--- config.mk ---
export PLATFORM = sky130hd
export DESIGN_NAME = rr_arbiter
export DESIGN_NICKNAME = d
export VERILOG_FILES = /design/src/rtl/arbiter_pkg.sv /design/src/rtl/rr_select.sv /design/src/rtl/rr_arbiter.sv
export SDC_FILE = /design/constraint.sdc
export NUM_CORES = 1
export LEC_CHECK = 0
export ABC_AREA = 1
export BUFFER_PORTS_ARGS = -buffer_cell sky130_fd_sc_hd__buf_2
export CAP_MARGIN = 20
export CORE_MARGIN = 8
export CORE_UTILIZATION = 44
export CTS_CLUSTER_SIZE = 16
export DETAILED_ROUTE_END_ITERATION = 12
export GPL_ROUTABILITY_DRIVEN = 0
export PLACE_DENSITY = 0.7
export SYNTH_ARGS = -nofsm -noshare
export SYNTH_HDL_FRONTEND = slang
export SYNTH_SLANG_ARGS = --single-unit
--- constraint.sdc ---
create_clock -name clk -period 1.45 [get_ports clk]
set_input_delay 0.0725 -clock clk [delete_from_list [all_inputs] [get_ports clk]]
set_output_delay 0.0725 -clock clk [all_outputs]
set_load 0.02 [all_outputs]
--- src/rtl/arbiter_pkg.sv ---
// rtl/arbiter_pkg.sv - shared types and sizing helper for the round-robin arbiter
package arbiter_pkg;

  function automatic int id_width(input int n);
    return (n < 2) ? 1 : $clog2(n);
  endfunction

  typedef enum logic {IDLE, GRANT} arb_state_t;

endpackage

--- src/rtl/rr_select.sv ---
// rtl/rr_select.sv - combinational round-robin pick: first set candidate at or above ptr, wrapping
module rr_select
  import arbiter_pkg::*;
#(
  parameter int N = 4,
  parameter int W = id_width(N)
) (
  input  logic [N-1:0] cand,
  input  logic [W-1:0] ptr,
  output logic [W-1:0] winner,
  output logic         found
);

  logic [2*N-1:0] dbl;
  logic [2*N-1:0] masked;

  // The upper copy supplies the wrapped-around candidates below ptr.
  assign dbl = {cand, cand};

  always_comb begin
    masked = '0;
    for (int i = 0; i < 2 * N; i++) begin
      masked[i] = dbl[i] && (i >= int'(ptr));
    end
  end

  always_comb begin
    winner = '0;
    found  = 1'b0;
    for (int i = 0; i < 2 * N; i++) begin
      if (!found && masked[i]) begin
        found  = 1'b1;
        winner = (i >= N) ? W'(i - N) : W'(i);
      end
    end
  end

endmodule

--- src/rtl/rr_arbiter.sv ---
// rtl/rr_arbiter.sv - locked round-robin arbiter; define ARB_TIMEOUT_EN for forced hand-over
// after MAX_HOLD_CYCLES when another requester is waiting.
module rr_arbiter
  import arbiter_pkg::*;
#(
  parameter int NUM_REQUESTERS  = 4,
  parameter int MAX_HOLD_CYCLES = 16,
  localparam int ID_WIDTH       = id_width(NUM_REQUESTERS)
) (
  input  logic                      clk,
  input  logic                      rst,
  input  logic [NUM_REQUESTERS-1:0] req,
  output logic [NUM_REQUESTERS-1:0] gnt,
  output logic [ID_WIDTH-1:0]       gnt_id,
  output logic                      gnt_valid
);

  localparam int N = NUM_REQUESTERS;
  localparam int W = ID_WIDTH;

  if (NUM_REQUESTERS < 2 || NUM_REQUESTERS > 64 || MAX_HOLD_CYCLES < 2) begin : g_bad_params
    $error("rr_arbiter: parameter out of range");
  end

  arb_state_t   state, state_n;
  logic [W-1:0] ptr, ptr_n;
  logic [N-1:0] gnt_n;
  logic [W-1:0] id_n;
  logic [N-1:0] cand;
  logic [W-1:0] winner;
  logic         found;
  logic         load;
  logic [W:0]   ptr_inc;

`ifdef ARB_TIMEOUT_EN
  localparam int HW = $clog2(MAX_HOLD_CYCLES) + 1;
  logic [HW-1:0] hold;
  logic          timeout;

  assign timeout = (hold == HW'(MAX_HOLD_CYCLES - 1)) && |(req & ~gnt);

  always_ff @(posedge clk) begin
    if (rst) begin
      hold <= '0;
    end else if (load || state_n == IDLE) begin
      hold <= '0;
    end else if (state == GRANT && hold != HW'(MAX_HOLD_CYCLES - 1)) begin
      hold <= hold + 1'b1;
    end
  end
`endif

  // Only a pre-emption needs the owner masked; a released owner's bit is already clear.
  always_comb begin
    cand = req;
`ifdef ARB_TIMEOUT_EN
    if (state == GRANT && req[gnt_id] && timeout) cand = req & ~gnt;
`endif
  end

  rr_select #(.N(N), .W(W)) u_select (
    .cand   (cand),
    .ptr    (ptr),
    .winner (winner),
    .found  (found)
  );

  assign ptr_inc = {1'b0, winner} + 1'b1;

  always_comb begin
    load    = 1'b0;
    state_n = state;
    gnt_n   = gnt;
    id_n    = gnt_id;
    ptr_n   = ptr;
    case (state)
      IDLE: begin
        if (found) load = 1'b1;
      end
      GRANT: begin
        if (!req[gnt_id]) begin
          if (found) begin
            load = 1'b1;
          end else begin
            state_n = IDLE;
            gnt_n   = '0;
          end
        end
`ifdef ARB_TIMEOUT_EN
        else if (timeout) load = 1'b1;
`endif
      end
      default: begin
        state_n = IDLE;
        gnt_n   = '0;
      end
    endcase
    if (load) begin
      state_n = GRANT;
      gnt_n   = N'(1) << winner;
      id_n    = winner;
      ptr_n   = (ptr_inc >= (W + 1)'(N)) ? '0 : ptr_inc[W-1:0];
    end
  end

  always_ff @(posedge clk) begin
    if (rst) begin
      state     <= IDLE;
      ptr       <= '0;
      gnt       <= '0;
      gnt_id    <= '0;
      gnt_valid <= 1'b0;
    end else begin
      state     <= state_n;
      ptr       <= ptr_n;
      gnt       <= gnt_n;
      gnt_id    <= id_n;
      gnt_valid <= |gnt_n;
    end
  end

endmodule

==> results of run 1 <==
==> sequential cells by signal, summed over array words and instances (netlist names) <==
register,flops
gnt,4
gnt_id,2
ptr,2
gnt_valid,1
state,1
==> synthesized netlist by cell type, types with 2 or more instances <==
cell     number  area share
a21oi_1       6       0.052
dfxtp_1      10        0.35
ha_1          2       0.043
inv_1        13       0.084
inv_2         2       0.013
nand2_1      20        0.13
nand2_2       5       0.054
nand3_1       9       0.078
nor2_1        5       0.032
o21ai_0       2       0.017
==> critical path, cell delays in order (launching register included) <==
cell     delay, ns
dfxtp_2       0.35
nor2_1        0.05
nand2_1       0.10
nand2_2       0.11
nor2_4        0.13
nand3_2       0.08
o21ai_2       0.09
inv_2         0.08
ha_4          0.16
nand3_2       0.06
nand2_1       0.05
nor2_1        0.08
nand2_1       0.05
nand2_1       0.05
nand2_1       0.04
==> per-stage QoR <==
step           hold WS (ns)  cells  TNS [ns]    util  instance area [sq um]
4_1_cts             0.06218    126   -0.2279  0.6351                  805.8
5_1_grt             0.07457    130    -1.094  0.6805                  863.3
6_report            0.06951    130   -0.3637  0.6805                  863.3
2_1_floorplan        0.1375     84  -0.04576       -                  603.1
3_3_place_gp         0.3447    121   -0.1594  0.5966                  757.0
3_5_place_dp         0.3436    121   -0.3041  0.5966                  757.0
==> cell families after synthesis <==
group | count (synthesis) | synth area share
fa+ha+maj | 2 | 0.04328
flops | 10 | 0.3463
compound gates | 12 | 0.1191
buf+inv | 15 | 0.09741
simple gates | 45 | 0.3939
==> area by class of cell <==
| cell class | count | area (sq um) |
|---|---|---|
| inverters | 15 | 56.30 |
| multi-input cells | 59 | 376.6 |
| flip-flops and latches | 10 | 202.7 |
| well taps | 15 | 18.77 |
| repair buffers | 27 | 172.7 |
| clock buffers | 4 | 36.28 |
| fillers | 112 | 405.4 |
==> power by group <==
part	internal [mW]	switching (mW)
Combinational	0.216	0.276
Sequential	0.325	0.0277
Clock	0.153	0.106
==> cell usage in the layout, fill, tap and decap left out, drive strengths merged <==
cell type / n
dfxtp: 10
nand4: 1
a21boi: 1
buf: 27
nor2: 7
nor3: 1
clkbuf: 4
a211oi: 1
a21oi: 6
ha: 2
nand2: 26
nand3: 10
inv: 15
o21ai: 4
==> worst min-delay path by stage <==
stage                     depth (start not counted)  from        end  slack (ns)
after global routing                              2   rst     ptr[0]        0.07
after detailed placement                          2   rst  gnt_id[1]        0.34
after floorplan                                   1   rst     ptr[0]        0.14
final                                             2   rst     ptr[0]        0.07
after CTS                                         2   rst  gnt_id[1]        0.06
after global placement                            2   rst  gnt_id[1]        0.34
==> per-layer routing <==
layer,track usage,vias up
met2,0.1960,14
met4,0.04741,0
met5,0,-
met3,0.03977,4
li1,-,332
met1,0.1212,267
==> repair_timing <==
action                                  CTS  global route
buffers inserted                          1             4
resized for setup                         2             6
pin swaps                                 6             1
endpoints found under the setup margin    6             8
==> impl_metrics.py, run 1 <==
metrics = {
    "synth": {
        "ys.flop_type": "dfxtp_1",
        "synth.distinct_cells": 20,
        "syn-mean-instance-area_sq_um": 6.882,
        "syn_area_sq_um": 578.1,
        "synth-seq-cells": 10,
        "async_flop_share": 0,
        "yosysSeqAreaShare": 0.3463,
        "synth_fp_nets": 92,
        "yosysWarnings": 0,
        "synth_cells": 84,
        "synth_edf_count": 0,
    },
    "die": {
        "rows": 13,
        "fp.coreArea_sq_um": 1269,
        "dieArea_sq_um": 2730,
        "die_y_microns": 52.25,
        "initial_utilization": 0.4556,
        "io_pins": 13,
        "die_w_microns": 52.25,
    },
    "timing": {
        "fin_crit_sh": 1.083,
        "hold_viol": 0,
        "setup-violations-final": 6,
        "period_minus_slack_ns": 1.570,
        "slew_viol_final": 0,
        "rsz0062_at_grt": "yes",
        "worst_slack_ns": -0.1199,
        "fmax_ghz": 0.6370,
        "finClkSkew_ns": 0.002920,
        "tightestPinTransition_ns": 0.2062,
        "maxSlewHeadroom": 0.8621,
    },
    "route": {
        "drt-initial-drc-count": 25,
        "met3_wirelength_microns": 88,
        "routed_wl_microns": 1514,
        "drc_errors": 0,
        "ant_nets": 0,
        "wl_met2_microns": 757,
        "drt-vias-per-instance": 4.746,
        "drtPass1Iterations": 4,
        "met1Wirelength_microns": 636,
        "wire_per_inst_microns": 11.65,
        "routed.top_layer": "met4",
        "num_vias": 617,
    },
    "global_route": {
        "grt_pass1_wl_microns": 2373,
        "groute.usage.overall": 0.1131,
        "grt_max_degree": 9,
        "globalRouteOverflowTotal": 0,
        "grt_antenna_before_repair": 0,
        "grt_pass1_vias": 598,
    },
    "clock_network": {
        "numCtsBuffers": 3,
        "clkLatencyLatePin_ns": 0.27,
        "cts_tree": "yes",
        "htree_levels": 1,
        "clockRootBuffer": "clkbuf_4",
        "clk_path_buf_depth": 2,
        "clock_sinks": 10,
        "cts_hold_buffers": 0,
        "clk_pin_slew_ns": 0.07,
    },
    "setup_path": {
        "crit_fanout": 4,
        "endpoint": "gnt_valid",
        "crit_path_start_kind": "flop",
        "required_ns": 1.62,
        "rr_startpoint": "ptr[1]",
        "worst-endpoint-arrival_ns": 1.74,
        "crit_type": "reg -> reg",
        "crit_path_start": "ptr[1]",
        "end_kind": "flop",
        "worst-r2r-setup-slack_ns": -0.12,
        "worstReg2RegEnd": "gnt_valid",
        "worst-r2r-cell-count": 14,
    },
    "power_and_ir_drop": {
        "vdd_ir_drop_max_uv": 659.4,
        "power_mw": 1.104,
        "power_leakage_nw": 0.4563,
        "powerDensity_nw_per_um2": 1278,
    },
    "run_status": {
        "violations": "setup timing",
        "status": "finished with violations",
    },
    "job": {
        "drv_cap": 0,
    },
    "layout": {
        "syn_to_final_growth_pct": 49.35,
        "layout-drive-gt1-share": 0.4609,
        "fin_nets": 124,
        "antenna_cells": 0,
    },
    "place": {
        "dp_slack_ns": -0.08690,
        "portBuffers": 12,
        "hpwl_microns": 1096,
    },
    "hold_path": {
        "hold_class": "in -> reg",
    },
}
Power figures use the tool's default switching activity.
==> run 2: changes to the inputs <==
--- a/config.mk
+++ b/config.mk
@@ -5,15 +5,15 @@
 export SDC_FILE = /design/constraint.sdc
 export NUM_CORES = 1
 export LEC_CHECK = 0
-export ABC_AREA = 1
 export BUFFER_PORTS_ARGS = -buffer_cell sky130_fd_sc_hd__buf_2
 export CAP_MARGIN = 20
 export CORE_MARGIN = 8
-export CORE_UTILIZATION = 44
+export CORE_UTILIZATION = 45
 export CTS_CLUSTER_SIZE = 16
 export DETAILED_ROUTE_END_ITERATION = 12
 export GPL_ROUTABILITY_DRIVEN = 0
-export PLACE_DENSITY = 0.7
+export PLACE_DENSITY = 0.71
+export RECOVER_POWER = 25
 export SYNTH_ARGS = -nofsm -noshare
 export SYNTH_HDL_FRONTEND = slang
 export SYNTH_SLANG_ARGS = --single-unit
==> impl_metrics.py, run 2 <==
metrics = {
    "synth": {
        "synth.distinct_cells": 26,
        "synth_top_area_frac": 0.3354,
        "yosysTopAreaCell": "dfxtp_1",
        "ys.flop_type": "dfxtp_1",
        "syn-mean-instance-area_sq_um": 9.325,
        "yosysWarnings": 0,
        "synth-seq-cells": 10,
        "async_flop_share": 0,
        "syn_area_sq_um": 596.8,
        "yosysMostFrequentCell": "nor2_1",
        "synthTopCellsByArea": "dfxtp_1 34%, nor2_1 8.8%, mux2i_1 8.4%",
        "synthTopCellsByCount": "14 x nor2_1, 10 x dfxtp_1, 5 x mux2i_1",
        "synth_cells": 64,
        "synth_edf_count": 0,
        "yosysSeqAreaShare": 0.3354,
        "synth_fp_nets": 72,
    },
    "route": {
        "wire_per_inst_microns": 15.30,
        "drt-initial-drc-count": 9,
        "drt-vias-per-instance": 5.504,
        "ant_nets": 0,
        "drtPass1Iterations": 4,
        "num_vias": 633,
        "routed_wl_microns": 1760,
        "drc_errors": 0,
    },
    "run_status": {
        "status": "finished with violations",
        "violations": "setup timing",
    },
    "setup_path": {
        "worst-endpoint-arrival_ns": 1.95,
        "worst-r2r-cell-count": 5,
        "crit_path_start_kind": "flop",
        "required_ns": 1.58,
        "crit_fanout": 5,
        "crit_type": "reg -> reg",
        "end_kind": "flop",
    },
    "hold_path": {
        "hold_class": "in -> reg",
        "holdPathStages": 2,
    },
    "timing": {
        "hold_slack_ns": 0.09581,
        "worst_slack_ns": -0.3714,
        "rsz0062_at_grt": "yes",
        "setup-violations-final": 9,
        "period_minus_slack_ns": 1.821,
        "tns_ns": -2.499,
        "finClkSkew_ns": 0.007937,
        "slew_viol_final": 0,
        "tightestPinTransition_ns": 0.4296,
        "maxSlewHeadroom": 0.7129,
        "hold_viol": 0,
        "fin_crit_sh": 1.256,
        "fmax_ghz": 0.5490,
    },
    "die": {
        "fp.coreArea_sq_um": 1269,
        "die_y_microns": 52.42,
        "io_pins": 13,
        "initial_utilization": 0.4704,
        "rows": 13,
        "dieArea_sq_um": 2748,
        "die_w_microns": 52.42,
    },
    "layout": {
        "antenna_cells": 0,
        "fin_util": 0.7761,
        "fin_nets": 109,
        "reg_top3": "gnt: 4 flops, gnt_id: 2 flops, ptr: 2 flops",
        "final_common_cell": "buf_4",
        "largest_reg_flops": 4,
        "layout-drive-gt1-share": 0.5600,
        "final_area_sq_um": 984.7,
        "fillers": 82,
        "final_cell_mix": "20 x buf_4, 13 x nor2_1, 12 x buf_2, 7 x dfxtp_1, 5 x mux2i_1",
        "syn_to_final_growth_pct": 64.99,
        "fin_cells": 115,
        "top_register": "gnt",
    },
    "clock_network": {
        "clock_sinks": 10,
        "clk_path_buf_depth": 2,
        "clockRootBuffer": "clkbuf_4",
        "numCtsBuffers": 3,
        "cts_hold_buffers": 0,
        "cts_tree": "yes",
        "htree_levels": 1,
        "clk_pin_slew_ns": 0.08,
        "clkLatencyLatePin_ns": 0.28,
    },
    "place": {
        "hpwl_microns": 1259,
        "dp.cells": 106,
        "dpl_cell_area_sq_um": 874.6,
        "dp_slack_ns": -0.3307,
        "portBuffers": 12,
    },
    "job": {
        "drv_cap": 0,
    },
    "global_route": {
        "grt_pass1_wl_microns": 2994,
        "groute.usage.overall": 0.1399,
        "grt_max_degree": 11,
        "grt_antenna_before_repair": 0,
        "grt_pass1_vias": 681,
        "globalRouteOverflowTotal": 0,
    },
    "power_and_ir_drop": {
        "powerDensity_nw_per_um2": 1120,
        "vdd_ir_drop_max_uv": 746.1,
        "power_leakage_nw": 0.4285,
        "power_mw": 1.103,
    },
}
==> run 2: changes by cell type after synthesis, moves of 5 or more <==
cell     previous run  this run
mux2i_1             0         5
nand2_1            20         1
inv_1              13         3
nand2_2             5         0
nor2_1              5        14
a21oi_1             6         1
nand3_1             9         0
==> run 2: power by group <==
part	total (mW)	internal, mW	switching (mW)
Clock	0.216	0.107	0.110
Sequential	0.366	0.323	0.0432
Combinational	0.521	0.260	0.260
==> run 2: final timing paths <==
kind,end,slack [ns],startpoint
max,gnt_valid,-0.37,gnt_id[0]
min reg2reg,ptr[0],0.57,ptr[0]
min,ptr[0],0.1,rst
max reg2reg,gnt_valid,-0.37,gnt_id[0]
==> run 2: kinds of logic after synthesis <==
group	after synthesis	share of synthesized area
DFF	10	0.3354
buffers and inverters	4	0.02515
muxes	6	0.1216
and+or+nand+nor	25	0.2348
adders and majority gates	2	0.04192
AOI/OAI and AO/OA	17	0.2411
==> run 2: timing repair <==
item | 4_1_cts | 5_1_grt
resized for setup | 4 | 6
pin swaps | 4 | 8
setup endpoints to repair | 9 | 9
setup buffers | 1 | 4
gates cloned | 0 | 0
endpoints found under the hold margin | 0 | 0
==> run 2: final cells by class <==
class                   instances  area [sq um]  area share
flip-flops and latches         10         209.0      0.2122
well taps                      15         18.77     0.01906
clock buffers                   4         26.28     0.02668
repair buffers                 33         230.2      0.2338
inverters                       3         13.76     0.01398
multi-input cells              50         486.7      0.4943
==> run 2: critical path: stages (launching register included) <==
cell and delay, ns:
dfxtp_4 0.35, mux4_2 0.52, and2_4 0.20, a22o_1 0.23
a211oi_2 0.21, a41oi_1 0.16
==> run 2: layer usage <==
metal | vias to the layer above | share of wire | GRT usage
met3 | 7 | 0.020 | 0.02273
li1 | 315 | - | -
met2 | 12 | 0.47 | 0.2391
met5 | - | 0 | 0
met1 | 299 | 0.48 | 0.1610
met4 | 0 | 0.029 | 0.07328
